===== config.mk =====
export PLATFORM = sky130hd
export DESIGN_NAME = cpu_issue
export DESIGN_NICKNAME = d
export VERILOG_FILES = /design/src/rtl/cpu_issue.sv
export SDC_FILE = /design/constraint.sdc
export NUM_CORES = 1
export LEC_CHECK = 0
export CAP_MARGIN = 0
export CORE_MARGIN = 4
export CORE_UTILIZATION = 55
export DETAILED_ROUTE_END_ITERATION = 8
export PLACE_DENSITY_LB_ADDON = 0.15
export RECOVER_POWER = 100
export SYNTH_ARGS = -nofsm -noshare
export SYNTH_HDL_FRONTEND = slang
export SYNTH_SLANG_ARGS = --single-unit

===== constraint.sdc =====
create_clock -name clk -period 3 [get_ports clk]
set_input_delay 0.6 -clock clk [delete_from_list [all_inputs] [get_ports clk]]
set_output_delay 0.6 -clock clk [all_outputs]
set_load 0.02 [all_outputs]

===== src/rtl/cpu_issue.sv =====
// Single-issue instruction sequencer: decodes one 16-bit instruction at a time, hands
// operands to an external ALU, waits for completion with a timeout, and writes back to an 8x16 register file.
module cpu_issue #(
    parameter int TIMEOUT = 7
) (
    input  logic        clk,
    input  logic        rst,
    input  logic        instr_valid,
    input  logic [15:0] instr,
    output logic        instr_ready,
    output logic [2:0]  alu_op_code,
    output logic [15:0] alu_src1,
    output logic [15:0] alu_src2,
    input  logic [15:0] alu_result,
    input  logic        alu_done,
    output logic        busy,
    output logic        err_illegal,
    output logic        err_timeout,
    output logic [15:0] retire_count,
    input  logic [2:0]  dbg_addr,
    output logic [15:0] dbg_data
);

    typedef enum logic [2:0] {IDLE, DECODE, ISSUE, WAIT, WB} state_e;

    typedef enum logic [2:0] {
        OP_NOP  = 3'b000,
        OP_ADD  = 3'b001,
        OP_ADDI = 3'b010,
        OP_SUB  = 3'b011,
        OP_SUBI = 3'b100,
        OP_MUL  = 3'b101,
        OP_LDI  = 3'b110,
        OP_ILL  = 3'b111
    } opcode_e;

    localparam logic [2:0] CNT_LAST = 3'(TIMEOUT - 1);

    state_e      state, next_state;
    logic [15:0] ir;
    logic [15:0] result;
    logic [2:0]  wait_cnt;
    logic [15:0] regs [8];

    opcode_e     opcode;
    logic [2:0]  rd, rs1, rs2;
    logic [6:0]  imm7;

    assign opcode = opcode_e'(ir[15:13]);
    assign rd     = ir[12:10];
    assign rs1    = ir[9:7];
    assign rs2    = ir[6:4];
    assign imm7   = ir[6:0];

    assign dbg_data = (dbg_addr == 3'd0) ? 16'h0000 : regs[dbg_addr];

    // NOTE: every signal driven here gets a default first, so no path leaves it unassigned and no latch is inferred.
    always_comb begin
        next_state  = state;
        instr_ready = (state == IDLE);
        busy        = (state != IDLE);
        alu_op_code = (state == ISSUE) ? ir[15:13] : 3'b000;
        case (state)
            IDLE:   if (instr_valid) next_state = DECODE;
            DECODE: begin
                case (opcode)
                    OP_NOP, OP_LDI: next_state = WB;
                    OP_ILL:         next_state = IDLE;
                    default:        next_state = ISSUE;
                endcase
            end
            ISSUE:  next_state = WAIT;
            WAIT: begin
                if (alu_done)                   next_state = WB;
                else if (wait_cnt == CNT_LAST)  next_state = IDLE;
            end
            WB:     next_state = IDLE;
            default: next_state = IDLE;
        endcase
    end

    // NOTE: sequential state uses non-blocking assignments so every register samples pre-edge values.
    always_ff @(posedge clk) begin
        if (rst) state <= IDLE;
        else     state <= next_state;
    end

    always_ff @(posedge clk) begin
        if (rst) begin
            ir           <= '0;
            result       <= '0;
            wait_cnt     <= '0;
            alu_src1     <= '0;
            alu_src2     <= '0;
            err_illegal  <= 1'b0;
            err_timeout  <= 1'b0;
            retire_count <= '0;
            // NOTE: the register file is architecturally cleared on reset, so it is built from flops rather than a RAM.
            for (int i = 0; i < 8; i++) regs[i] <= '0;
        end else begin
            case (state)
                IDLE: if (instr_valid) ir <= instr;
                DECODE: begin
                    case (opcode)
                        OP_ADD, OP_SUB, OP_MUL: begin
                            alu_src1 <= regs[rs1];
                            alu_src2 <= regs[rs2];
                        end
                        OP_ADDI, OP_SUBI: begin
                            alu_src1 <= regs[rs1];
                            alu_src2 <= {9'b0, imm7};
                        end
                        OP_ILL:  err_illegal <= 1'b1;
                        default: ;
                    endcase
                end
                ISSUE: wait_cnt <= '0;
                WAIT: begin
                    if (alu_done)                  result      <= alu_result;
                    else if (wait_cnt == CNT_LAST) err_timeout <= 1'b1;
                    else                           wait_cnt    <= wait_cnt + 3'd1;
                end
                WB: begin
                    // r0 is hardwired to zero, so its write is simply dropped.
                    if (opcode == OP_LDI && rd != 3'd0)
                        regs[rd] <= {6'b0, ir[9:0]};
                    else if (opcode != OP_NOP && rd != 3'd0)
                        regs[rd] <= result;
                    retire_count <= retire_count + 16'd1;
                end
                default: ;
            endcase
        end
    end

endmodule


==> flow_summary.json, run 1 <==
{
  "hold_viol": 0,
  "timing.final.ws_setup_ns": 0.0449,
  "antenna_left": 0,
  "rr_endpoint": "regs[1][0]",
  "status": "finished clean",
  "clock_skew_ns": 0.0111,
  "synth_top_cell_by_area": "edfxtp_1",
  "diodes": 0,
  "r2r_start": "state[2]",
  "path_max_fanout": 9,
  "worstPathCellList": "clkdlybuf4s50_1 > buf_6 > mux2_2 > a221oi_1 > a21oi_1 > dlygate4sd2_1",
  "drt-initial-drc-count": 854,
  "post-place-ws_ns": -0.269,
  "synth_area_leaders": "edfxtp_1, dfxtp_1, mux4_2",
  "cts_tree": "yes",
  "antenna_found_initial": 0,
  "wl_per_cell_um": 21.9,
  "cts_inserted_buffers": 23,
  "area_growth_pct": 21.3,
  "grt_max_degree": 34,
  "post-route-util": 0.688,
  "ys_types": 55,
  "synth_edf_count": 128,
  "finalSetupViolations": 0,
  "final_cell_mix": "nor2_1, edfxtp_1, nand2_1",
  "vias": 8072,
  "p_leak_nw": 4.59,
  "ioPinCount": 110,
  "grt_pass1_wl_um": 45600,
  "fin_nets": 1078,
  "clock.fmax_mhz": 338,
  "async_reset_ff_frac": 0,
  "r2r_cells": 5,
  "cp_slowest_cell": "clkdlybuf4s50_1",
  "syn_avg_cell_area_um2": 11.8,
  "ys_warn_count": 0,
  "die_w_um": 148,
  "ys_ff_latch": 219,
  "grt_pass1_vias": 8171,
  "rsz0062_at_grt": "true",
  "worst_pin_slew_ns": 1.36,
  "cts.hold.buffers_added": 0,
  "drive_gt1_frac": 0.192,
  "layout_min_cycle_time_ns": 2.96,
  "drc": 0,
  "critPathMaxStageDelay_ns": 0.55,
  "wl_um": 28800,
  "die_h_um": 148,
  "irDropWorstVdd_mv": 0.360,
  "num_rows": 50,
  "p_per_area_mw_per_mm2": 550,
  "grt_remaining_overflow": 0,
  "finalCritPeriodShare": 0.985,
  "root_buffer": "clkbuf_16",
  "initial_core_util": 0.567,
  "seq_power_share": 0.478,
  "htreeDepth": 1,
  "yosysSeqAreaShare": 0.527,
  "viasPerCell": 6.15,
  "synth-main-ff-cell": "edfxtp_1",
  "fp.coreArea_mm2": 0.0190,
  "r2r_setup_slack_ns": 0.18,
  "synthCells": 912,
  "slew_headroom": 0.0916,
  "numPortBuffers": 109,
  "syn_area_mm2": 0.0108,
  "p_sw_frac": 0.253,
  "grt_usage": 0.267,
  "setup.worst_path.start_class": "input pin",
  "critical_path_class": "input pin to output port",
  "dr.pass1.iters": 6,
  "final_common_cell": "nor2_1",
  "end_kind": "output port",
  "power_frac_clock": 0.399,
  "cp.required_ns": 2.40,
  "p_int_w": 0.00536,
  "dp_hpwl_um": 19300,
  "cts.sinks": 219,
  "endpoint": "dbg_data[1]",
  "power_frac_comb": 0.122,
  "max_cap_violations": 0,
  "gp_congestion": 0.860,
  "yosys.area.top_type_share": 0.358,
  "path_clk_slew_ns": 0.06,
  "hp-class": "flip-flop to flip-flop",
  "switchingPower_w": 0.00181,
  "final_max_slew_viol_count": 0,
  "worstSkewPairLatency_ns": 0.50,
  "cp.arrival_ns": 2.36,
  "startpoint": "dbg_addr[1]",
  "die-area_mm2": 0.0218,
  "cts_buffer_depth": 3
}
[how the worst min path moves through the flow]
stage                    to  slack [ns]  cells after the start    startpoint
3_3_place_gp   alu_src2[14]        0.44                      2  alu_src2[14]
3_5_place_dp   alu_src2[13]        0.45                      2  alu_src2[13]
6_report       alu_src2[14]        0.45                      2  alu_src2[14]
5_1_grt         alu_src2[3]        0.49                      2   alu_src2[3]
2_1_floorplan     result[4]        0.44                      2     result[4]
4_1_cts          result[14]        0.46                      2    result[14]
[layout make-up]
cell class / instances / area [um^2]
clock inverter: 16 / 160
tap: 260 / 325
multi-input combinational: 613 / 4770
sequential: 219 / 5670
fill: 1428 / 5920
inverter: 24 / 90.1
clock buffer: 25 / 603
timing repair buffer: 155 / 1420
[registers in the layout, summed over array words and instances (netlist names), named ones only]
signal and count:
alu_src1 16, err_illegal 1, retire_count 16, wait_cnt 3
state 3, result 16, alu_src2 16, err_timeout 1
regs 128, ir 16
[cells by family (layout without fill, tap and decap cells)]
group,after synthesis,in the layout,synth area share
simple gates,319,319,0.133
flops,219,219,0.527
compound gates,135,135,0.0760
mux,130,130,0.218
buf+inv,95,220,0.0348
xor+xnor,10,10,0.00815
fa+ha+maj,3,3,0.00349
other cells,1,16,0.000349
[cells in the mapped netlist (15+ instances only)]
cell type / count
inv_1: 24
mux4_2: 80
a21oi_1: 79
nand3_1: 20
edfxtp_1: 128
nand2b_1: 17
nor2_1: 131
clkbuf_1: 54
mux2_2: 18
a221oi_1: 15
nand2_1: 103
dfxtp_1: 91
o21ai_0: 20
mux2i_1: 28
[stage by stage]
step	power, W	setup TNS, ns	hold slack (ns)	cells	instance area [um^2]
finish	0.00717	0	0.447	1312	13000
global route	0.00742	-0.367	0.486	1312	13000
CTS	0.00720	0	0.458	1312	13200
detailed placement	0.00440	-3.14	0.445	1271	12400
global placement	0.00439	-3.24	0.438	1271	12400
floorplan	0.00402	0	0.436	927	10800
[layer usage]
metal / track usage / part of all wire / vias to the layer above
met3: 0.0561 / 0.099 / 58
met4: 0.0755 / 0.022 / 0
met5: 0 / 0 / -
li1: - / - / 3612
met1: 0.368 / 0.40 / 3978
met2: 0.434 / 0.48 / 424
[critical path: cells and delay by family]
family,cells,cell delay [ns]
buffers and inverters,3,1.07
multiplexers,1,0.34
AO/OA/AOI/OAI,2,0.35
[power by group through the flow]
stage	Sequential [W]	Clock (W)	Combinational [W]
global route	0.00344	0.00303	0.000941
floorplan	0.00343	0	0.000588
detailed placement	0.00349	0	0.000909
finish	0.00343	0.00287	0.000878
CTS	0.00343	0.00287	0.000898
global placement	0.00348	0	0.000900
[repair_timing]
action | in CTS | in global routing
gates resized for setup | 16 | 25
gates cloned | 0 | 0
buffers inserted | 0 | 0
endpoints found under the setup margin | 16 | 14
Power figures use the tool's default switching activity.
==> run 2, diff against run 1 <==
Settings changed: CORE_MARGIN 4 to unset, CORE_UTILIZATION 55 to 57.
==> flow_summary.json, run 2 (synthesis gave the netlist of run 1 again) <==
{
  "status": "finished clean",
  "p_int_w": 0.00528,
  "grt_max_degree": 44,
  "setup.worst_path.start_class": "flip-flop",
  "path_clk_slew_ns": 0.06,
  "finalPower_w": 0.00704,
  "path_max_fanout": 10,
  "dp_hpwl_um": 19100,
  "grt_remaining_overflow": 0,
  "cts_inserted_buffers": 23,
  "p_sw_frac": 0.250,
  "antenna_found_initial": 0,
  "cts.sinks": 219,
  "cp.arrival_ns": 2.27,
  "worstSkewPairLatency_ns": 0.52,
  "wl_um": 28700,
  "critPathTopFamily": "buffers and inverters",
  "grt_pass1_vias": 7929,
  "dpl_cell_area_mm2": 0.0124,
  "irDropWorstVdd_mv": 0.367,
  "finalCritPeriodShare": 0.957,
  "hold_viol": 0,
  "die-area_mm2": 0.0194,
  "diodes": 0,
  "setup_tns_ns": 0,
  "largest_register_ffs": 128,
  "clock_skew_ns": 0.0223,
  "die_w_um": 139,
  "ioPinCount": 110,
  "fp.coreArea_mm2": 0.0182,
  "drive_gt1_frac": 0.179,
  "cts_setup_buffers": 0,
  "critical_path_class": "flip-flop to output port",
  "antenna_left": 0,
  "die_h_um": 139,
  "layout_min_cycle_time_ns": 2.87,
  "initial_core_util": 0.590,
  "fin_nets": 1091,
  "power_frac_clock": 0.387,
  "hp-class": "flip-flop to flip-flop",
  "finalSetupViolations": 0,
  "switchingPower_w": 0.00176,
  "drt-initial-drc-count": 790,
  "worst_pin_slew_ns": 1.15,
  "multi_input_area_mm2": 0.00476,
  "p_per_area_mw_per_mm2": 542,
  "grt_usage": 0.302,
  "ff_latch_area_mm2": 0.00567,
  "grt_pass1_wl_um": 44500,
  "worstPathCellList": "clkbuf_1 > or3b_2 > nor2_1 > clkdlybuf4s50_1",
  "p_leak_nw": 4.61,
  "vias": 8148,
  "clock.fmax_mhz": 348,
  "r2r_setup_slack_ns": 0.25,
  "seq_power_share": 0.486,
  "area_growth_pct": 20.8,
  "end_kind": "output port",
  "final_max_slew_viol_count": 0,
  "wl_per_cell_um": 22.2,
  "cp_slowest_cell": "clkdlybuf4s50_1",
  "htreeDepth": 1,
  "fin_area_mm2": 0.0130,
  "drc": 0,
  "cts_buffer_depth": 3,
  "filler_cell_count": 1341,
  "num_rows": 49,
  "final_cell_mix": "nor2_1, edfxtp_1, nand2_1",
  "slew_headroom": 0.231,
  "numPortBuffers": 109,
  "largest_register": "regs",
  "dr.pass1.iters": 8,
  "root_buffer": "clkbuf_16",
  "cp.required_ns": 2.40,
  "path_buf_inv": 2,
  "final_common_cell": "nor2_1",
  "cts_tree": "yes",
  "critPathMaxStageDelay_ns": 0.61,
  "power_frac_comb": 0.128,
  "gp_congestion": 0.836,
  "viasPerCell": 6.29,
  "max_cap_violations": 0,
  "rsz0062_at_grt": "false"
}
run 2: worst paths after layout:
kind / endpoint / start / cells after the start
setup / recovery: alu_op_code[0] / state[0] / 4
hold / removal: result[9] / result[9] / 2
setup reg to reg: regs[6][0] / state[1] / 5
hold reg to reg: result[9] / result[9] / 2
run 2: power groups by stage:
| stage | clock, W | combinational, W | sequential (W) |
|---|---|---|---|
| floorplan | 0 | 0.000588 | 0.00343 |
| global placement | 0 | 0.000912 | 0.00347 |
| detailed placement | 0 | 0.000925 | 0.00348 |
| CTS | 0.00274 | 0.000915 | 0.00341 |
| global route | 0.00286 | 0.000950 | 0.00343 |
| finish | 0.00272 | 0.000898 | 0.00342 |
run 2: cell type report:
class | instances | share of cell area
sequential | 219 | 0.437
multi-input combinational | 613 | 0.367
timing repair buffer | 168 | 0.112
clock buffer | 32 | 0.0487
tap | 229 | 0.0221
inverter | 24 | 0.00694
clock inverter | 10 | 0.00665
run 2: timing repair:
item                                    in CTS  in global routing
endpoints found under the setup margin      16                  0
endpoints found under the hold margin        0                  0
resized for setup                           17                  0
hold buffers                                 0                  0
run 2: tightest hold or removal path, cell delays in order (launching register included):
cell and delay (ns):
dfxtp_1 0.31, nand2_1 0.05, a21oi_1 0.05
run 2: layer usage:
| metal | track usage | vias to the layer above | part of all wire |
|---|---|---|---|
| li1 | - | 3638 | - |
| met1 | 0.406 | 3911 | 0.38 |
| met2 | 0.497 | 542 | 0.48 |
| met3 | 0.0609 | 57 | 0.12 |
| met4 | 0.0924 | 0 | 0.019 |
| met5 | 0 | - | 0 |
run 2: metrics by stage:
stage               cells  hold WS [ns]  setup WS, ns   util
floorplan             927         0.436         0.279      -
global placement     1253         0.439        -0.225  0.680
detailed placement   1253         0.447        -0.282  0.680
CTS                  1295         0.456         0.141  0.718
global route         1295         0.471        0.0280  0.713
finish               1295         0.453         0.129  0.713
